`config.mk`:
```
export PLATFORM = sky130hd
export DESIGN_NAME = ucdp_afifo_wr
export DESIGN_NICKNAME = d
export VERILOG_FILES = /design/src/rtl/ucdp_afifo_wr.sv
export SDC_FILE = /design/constraint.sdc
export NUM_CORES = 1
export LEC_CHECK = 0
export ABC_AREA = 1
export BUFFER_PORTS_ARGS = -buffer_cell sky130_fd_sc_hd__buf_2
export CAP_MARGIN = 10
export CORE_MARGIN = 1
export CORE_UTILIZATION = 53
export CTS_BUF_LIST = sky130_fd_sc_hd__clkbuf_16
export DETAILED_ROUTE_END_ITERATION = 10
export PLACE_DENSITY = 0.84
export REMOVE_ABC_BUFFERS = 1
export SYNTH_ARGS = -nofsm -noshare
export SYNTH_HDL_FRONTEND = slang
export SYNTH_SLANG_ARGS = --single-unit
```
`constraint.sdc`:
```
create_clock -name src_clk_i -period 2.1 [get_ports src_clk_i]
set_input_delay 0.63 -clock src_clk_i [delete_from_list [all_inputs] [get_ports src_clk_i]]
set_output_delay 0.63 -clock src_clk_i [all_outputs]
set_load 0.01 [all_outputs]
```
`src/rtl/ucdp_afifo_wr.sv`:
```
// ucdp_afifo_wr: source-domain write adapter with 2-entry skid buffer and packet space reservation
module ucdp_afifo_wr #(
  parameter int unsigned dwidth_p  = 8,
  parameter int unsigned awidth_p  = 4,
  parameter bit          pktmode_p = 1'b1,
  parameter int unsigned maxpkt_p  = 4
) (
  input  logic                src_clk_i,
  input  logic                src_rst_an_i,
  input  logic                s_valid_i,
  output logic                s_ready_o,
  input  logic [dwidth_p-1:0] s_data_i,
  input  logic                s_last_i,
  output logic                fifo_wr_en_o,
  output logic [dwidth_p-1:0] fifo_wr_data_o,
  input  logic                fifo_wr_full_i,
  input  logic [awidth_p-1:0] fifo_wr_space_avail_i,
  output logic                busy_o,
  output logic                err_pktlen_o
);
  typedef enum logic [1:0] {IDLE, BURST, OVER} state_t;
  state_t              state;
  logic [dwidth_p-1:0] data_q [2];
  logic [1:0]          last_q;
  logic                wr_ptr, rd_ptr;
  logic [1:0]          occ, occ_nxt;
  logic [awidth_p-1:0] beat_cnt, cnt_base;
  logic                push, pop, head_last, room, grant, at_max;

  assign push           = s_valid_i & s_ready_o;
  assign pop            = fifo_wr_en_o;
  assign occ_nxt        = occ + {1'b0, push} - {1'b0, pop};
  assign head_last      = last_q[rd_ptr];
  assign room           = 32'(fifo_wr_space_avail_i) >= maxpkt_p;
  assign grant          = ~pktmode_p | (state != IDLE) | room;
  assign fifo_wr_en_o   = (occ != 2'd0) & ~fifo_wr_full_i & grant;
  assign fifo_wr_data_o = data_q[rd_ptr];
  assign busy_o         = (state != IDLE) | (occ != 2'd0);
  // the beat being written is number cnt_base+1 of its packet
  assign cnt_base       = (state == IDLE) ? '0 : beat_cnt;
  assign at_max         = 32'(cnt_base) + 32'd1 >= maxpkt_p;

  always_ff @(posedge src_clk_i or negedge src_rst_an_i)
    if (!src_rst_an_i) begin
      data_q    <= '{default: '0};
      last_q    <= '0;
      wr_ptr    <= 1'b0;
      rd_ptr    <= 1'b0;
      occ       <= '0;
      s_ready_o <= 1'b1;
    end else begin
      if (push) begin
        data_q[wr_ptr] <= s_data_i;
        last_q[wr_ptr] <= s_last_i;
        wr_ptr         <= ~wr_ptr;
      end
      rd_ptr    <= rd_ptr ^ pop;
      occ       <= occ_nxt;
      s_ready_o <= occ_nxt < 2'd2;
    end

  always_ff @(posedge src_clk_i or negedge src_rst_an_i)
    if (!src_rst_an_i) begin
      state        <= IDLE;
      beat_cnt     <= '0;
      err_pktlen_o <= 1'b0;
    end else begin
      err_pktlen_o <= 1'b0;
      if (pktmode_p && pop) begin
        if (head_last) begin
          state    <= IDLE;
          beat_cnt <= '0;
        end else if (state != OVER) begin
          if (at_max) begin
            state        <= OVER;
            err_pktlen_o <= 1'b1;
            beat_cnt     <= awidth_p'(maxpkt_p);
          end else begin
            state    <= BURST;
            beat_cnt <= cnt_base + awidth_p'(1);
          end
        end
      end
    end
endmodule

```
==> metrics, run 1 <==
main combinational cell family by area after synthesis=simple AND/OR/NAND/NOR gates; internal cell power=around 1.9 mW; Nets=roughly 210; Syn Inst Count=around 160; CP endpoint kind=register; Comb power frac=between 30% and 40%; WS Path Type=register to register; I/O pin count=29; Period minus WS final=1.922 ns; Wirelength per Cell=11.97 um; CTS max path bufs=2; vias in the first global route=approximately 1,100; DIE AREA=2851 um^2; clock root buffer=clkbuf_16; Post-Route Skew=around 0.003 ns; Antenna diodes=0; pwr dens=1689 nW/um^2; Congestion Overflow GR=0; count of clock tree sinks=30; CP Launch Type=register; xor-xnor portion of the synthesized cell area=~1.9%; fmax=~0.52 GHz; cts bufs inserted=5; share of the synthesized area in the top cell type=around 52%; most frequent cells in the layout=nand2_1 (65), dfrtp_1 (29), buf_2 (26); Layout area overhead=23.23%; ANT nets after route=0; initial antenna violation count=0; multiplexer share of the synthesized area=0%; CP arrival=2.08 ns; layout cell share with drive strength beyond 1=roughly a quarter; Final period util=between 90 and 100%; CP required=between 2 and 2.5 ns; Hold Fails Final Rpt=0; Yosys top cell by area=dfrtp_1; Post-DP HPWL=about 1900 um; Starting Density=56.52%; routability cong.=approximately 0.7; DR iter-0 viols=7; syn avg cell area=roughly 8.5 um^2; Synth Warn #=0; adder-cell share of the synthesized area=approximately 1.8%; TritonCTS clock tree=built; critical-path maximum fanout=3; CTS HTree Levels=2; part of the power in registers=35.1%; die width=~53 um; DR pass1 iterations=4; Clk Latency, worst-skew pair=about 0.27 ns; total wire length=between 2000 and 3000 um; Slew @ Worst Pin=0.6427 ns; DRC Markers=0; detailed-route via count=between 1,000 and 1,500; largest net degree at the start of global routing=31; Synth Area in Compound Gates=9.562%; # fillers=~220; core area=between 2000 and 2500 um^2; CTS resizes=0; Max Slew Vio Count=0; Worst IR Drop VDD=roughly 1.1 mV; switching part of the total=a little over a third; Tot GR Track Use=22.92%; Final WS setup=0.1785 ns; post-CTS setup buffer count=0; Pleak=about 0.98 nW; slew margin rel.=between 50 and 60%; die height=53.40 um; max-cap viol count=0; Worst-path clk slew=approximately 0.050 ns; sequential-to-total area share from yosys stat=a little over half; pre-CTS WS=-0.09174 ns; clock network fraction of design power=between 30% and 40%; Hold Path Class=primary input to async pin; synth unique cells=18; cts hold-fix bufs=0; vias per inst=between 5 and 6; commonest non-fill, non-tap cell in the layout=nand2_1; first-pass GRT wire length=around 4400 um; final number of setup-violating endpoints=0; Reg2Reg Depth=10; status=completed; Synth Area in Simple Gates=a little under a quarter; Yosys reg bits=30; Row Count=18; Area contributors post-synth=dfrtp_1 (52%), nand2_1 (17%), o21ai_2 (5.6%), inv_1 (5.4%), o21ai_0 (3.9%); RSZ-0062 raised after global routing=no; Switch Pwr=1.013 mW; Power Total=between 2 and 3 mW; setup TNS=0 ns; Port Buffer Count=26; Post-Syn Area=1400 um^2
==> Yosys cell counts <==
library cell and n:
o21ai_0 11, nand3_1 5, buf_6 2, nor2_2 1, clkbuf_1 1, inv_4 1
nand2_1 65, inv_1 20, or2_1 1, ha_1 2, o21ai_2 9, xor2_1 3
dfrtp_1 29, nor2_1 10, dfstp_2 1, buf_12 1, nand2_2 1, nand3_2 1
==> final cells by class <==
type                    count  area (um^2)  area share (%)
flip-flops and latches     30        752.0           43.58
clock inverters             3        63.81           3.698
clock buffers               5        125.1           7.252
well taps                  30        37.54           2.175
inverters                  21        81.33           4.714
repair buffers             28        145.1           8.412
multi-input cells         109        520.5           30.17
==> per-layer routing <==
metal | track usage [%] | wire (um)
met1 | 22.85 | 1072
met2 | 40.83 | 1421
met3 | 9.195 | 150
met4 | 10.53 | 61
met5 | 0 | 0
==> per-stage QoR <==
| stage | hold slack (ns) | util (%) | instance area [um^2] | instances |
|---|---|---|---|---|
| after CTS | 0.4047 | 69.65 | 1725 | 226 |
| final | 0.3775 | 69.65 | 1725 | 226 |
| after detailed placement | 0.4709 | 62.02 | 1536 | 218 |
| after global placement | 0.4639 | 62.02 | 1536 | 218 |
| after global routing | 0.4374 | 69.65 | 1725 | 226 |
| after floorplan | 0.3344 | - | 1354 | 160 |
==> flip-flops by register name, summed over array words and instances, names as in the netlist <==
register      count
data_q           16
beat_cnt          4
occ               2
s_ready_o         1
wr_ptr            1
last_q            2
rd_ptr            1
err_pktlen_o      1
state             2
==> cells by family after synthesis <==
| logic type | after synthesis |
|---|---|
| AO/OA/AOI/OAI | 20 |
| XOR/XNOR | 3 |
| adder cells (fa/ha/maj) | 2 |
| buffers and inverters | 25 |
| flip-flops | 30 |
| AND/OR/NAND/NOR | 84 |
==> worst paths after layout <==
kind | startpoint | end | slack (ns)
max reg2reg | state[1] | occ[1] | 0.18
max | state[1] | occ[1] | 0.18
min in group src_clk_i | data_q[7] | data_q[7] | 0.48
min | src_rst_an_i | state[0] | 0.38
max in group asynchronous | src_rst_an_i | data_q[11] | 1.30
min reg2reg | data_q[7] | data_q[7] | 0.48
==> critical path: stages, from the launching register on <==
cell	delay, ns
dfrtp_1	0.38
nor2_1	0.19
nand2_1	0.07
nand2_1	0.09
inv_1	0.07
ha_1	0.28
inv_1	0.06
ha_1	0.15
xor2_1	0.21
xor2_1	0.22
inv_1	0.07
==> power groups by stage <==
stage	registers [mW]	logic, mW	clock network [mW]
2_1_floorplan	0.983	0.674	0
3_3_place_gp	1.01	0.922	0
3_5_place_dp	1.03	0.984	0
4_1_cts	1.02	0.990	0.925
5_1_grt	1.05	1.12	0.947
6_report	1.02	0.976	0.914
No activity file was read; power rests on OpenSTA's default activity.
==> inputs of run 2 (changes only) <==
--- a/config.mk
+++ b/config.mk
@@ -8,6 +8,7 @@
 export ABC_AREA = 1
 export BUFFER_PORTS_ARGS = -buffer_cell sky130_fd_sc_hd__buf_2
 export CAP_MARGIN = 10
+export CORE_ASPECT_RATIO = 0.5
 export CORE_MARGIN = 1
 export CORE_UTILIZATION = 53
 export CTS_BUF_LIST = sky130_fd_sc_hd__clkbuf_16
==> run 2 against run 1 <==
- non-clock buffer count unchanged
- cell area down 2.7%
- hold slack better by 0.0054 ns
- clock power down 29%
- register-to-register slack better by 0.05 ns
- die area up 0.45%
- power down 9.4%
- via count down 2.6%
- critical path depth down 6
- wire length down 3.4%
- clock-buffer cell count unchanged
- core utilization up 1.6 points
- critical endpoint is now fifo_wr_data_o[7]
- largest cell class unchanged
==> metrics, run 2 (synthesis results as in run 1) <==
status=completed; max reg flops=16; Hold Path Class=primary input to async pin; Top Usage Layer GRT=met2; vias in the first global route=a little over 1,000; # fillers=185; Antenna diodes=0; Clk Latency, worst-skew pair=between 0.2 and 0.3 ns; CP required=~1.5 ns; Power Total=around 2.6 mW; fin util=71.23%; critical-path maximum fanout=10; Cell Chain, Critical Path=inv_4 > nand2_1 > nand2_1 > buf_2; RSZ-0062 raised after global routing=no; ANT nets after route=0; core area=between 2000 and 2500 um^2; most frequent cells in the layout=nand2_1 (65), dfrtp_1 (29), buf_2 (26); WS Path Type=register to primary output; Placed Area=approximately 1500 um^2; DIE AREA=roughly 2900 um^2; slew margin rel.=between 50% and 60%; clock root buffer=clkbuf_16; CTS max path bufs=2; Port Buffer Count=26; Tot GR Track Use=between 20% and 30%; setup TNS=0 ns; TritonCTS clock tree=built; count of clock tree sinks=30; slowest CP cell=dfrtp_1; Post-DP HPWL=between 1500 and 2000 um; layout cell share with drive strength beyond 1=approximately a quarter; Regs by FF count=data_q (16), beat_cnt (4); met3 usage=between 7 and 8%; Worst IR Drop VDD=0.6603 mV; Top delay family on crit path=flip-flops; CTS HTree Levels=2; post-CTS setup buffer count=0; Multi-input gate area=between 500 and 600 um^2; Nets=approximately 210; CTS resizes=0; DRC Markers=0; Pleak=approximately 0.96 nW; Worst path most repeated cell=nand2_1; Period minus WS final=roughly 1.9 ns; Final Cell Area=1679 um^2; vias per inst=between 4 and 5; Top reg by flops=data_q; initial antenna violation count=0; met1 Use GR=between 20% and 30%; Slew @ Worst Pin=0.6467 ns; CP arrival=about 1.3 ns; CP Buf/Inv Count=2; Starting Density=59.39%; CP endpoint kind=primary output; Final period util=between 80% and 90%; fmax=roughly 0.53 GHz; final number of setup-violating endpoints=0; Worst-path clk slew=about 0.05 ns; Wirelength per Cell=roughly 11 um; met2 Use GR=roughly two fifths; DR iter-0 viols=70; I/O pin count=29; Register Area=752.0 um^2; final std cells w/o fill=roughly 230; total wire length=roughly 2600 um; Post-Route Skew=0.004486 ns; pwr dens=approximately 1600 nW/um^2; commonest non-fill, non-tap cell in the layout=nand2_1; cts bufs inserted=5; routability cong.=slightly above 0.8; first-pass GRT wire length=~4300 um; Slowest Stage Delay on Critical Path=between 0.5 and 0.6 ns; DR pass1 iterations=4; Hold Fails Final Rpt=0; die width=74.69 um; die height=38.35 um; Row Count=12; cell total after placement=223; Max Slew Vio Count=0; CP Launch Type=register; Layout area overhead=19.93%; largest net degree at the start of global routing=31; Congestion Overflow GR=0; cts hold-fix bufs=0; detailed-route via count=~1,100; max-cap viol count=0
run 2: cell types whose count changed in the layout (fill, tap and decap cells not counted), sizes merged:
cell,previous run,this run
bufinv,2,0
inv,21,23
run 2: area by class of cell:
class | count | share of cell area, %
inverters | 21 | 4.844
repair buffers | 28 | 8.644
clock inverters | 3 | 0.6706
well taps | 35 | 2.608
multi-input cells | 109 | 31.00
flip-flops and latches | 30 | 44.78
clock buffers | 5 | 7.452
run 2: routing by layer:
layer  up-vias  wire [um]
li1        569          -
met1       502       1137
met2        32       1309
met3         6        133
met4         0         34
met5         -          0
run 2: final timing paths:
kind	from	to	slack, ns	depth (start not counted)
max in group asynchronous	src_rst_an_i	beat_cnt[1]	1.29	1
hold / removal	src_rst_an_i	data_q[11]	0.38	1
min in group src_clk_i	data_q[15]	data_q[15]	0.48	2
hold reg to reg	data_q[15]	data_q[15]	0.48	2
setup / recovery	rd_ptr	fifo_wr_data_o[7]	0.22	4
setup reg to reg	state[1]	occ[1]	0.23	10
run 2: stage by stage:
stage / hold slack (ns) / setup WS [ns]
finish: 0.3829 / 0.2195
global route: 0.4336 / 0.06657
CTS: 0.4089 / 0.2208
detailed placement: 0.4697 / 0.006836
global placement: 0.4651 / 0.07872
floorplan: 0.3344 / 0.1026
run 2: worst register-to-register path, cell delays in order (launching register included):
cell	delay, ns
dfrtp_1	0.39
nor2_1	0.18
nand2_1	0.07
nand2_1	0.10
inv_1	0.08
ha_1	0.29
inv_1	0.06
ha_1	0.14
xor2_1	0.18
xor2_1	0.20
inv_1	0.05
run 2: power breakdown:
group          leakage [nW]  internal [mW]  switching, mW  total (mW)
clock                0.0738          0.424          0.229       0.653
sequential            0.376          0.842          0.179        1.02
combinational         0.510          0.383          0.582       0.965
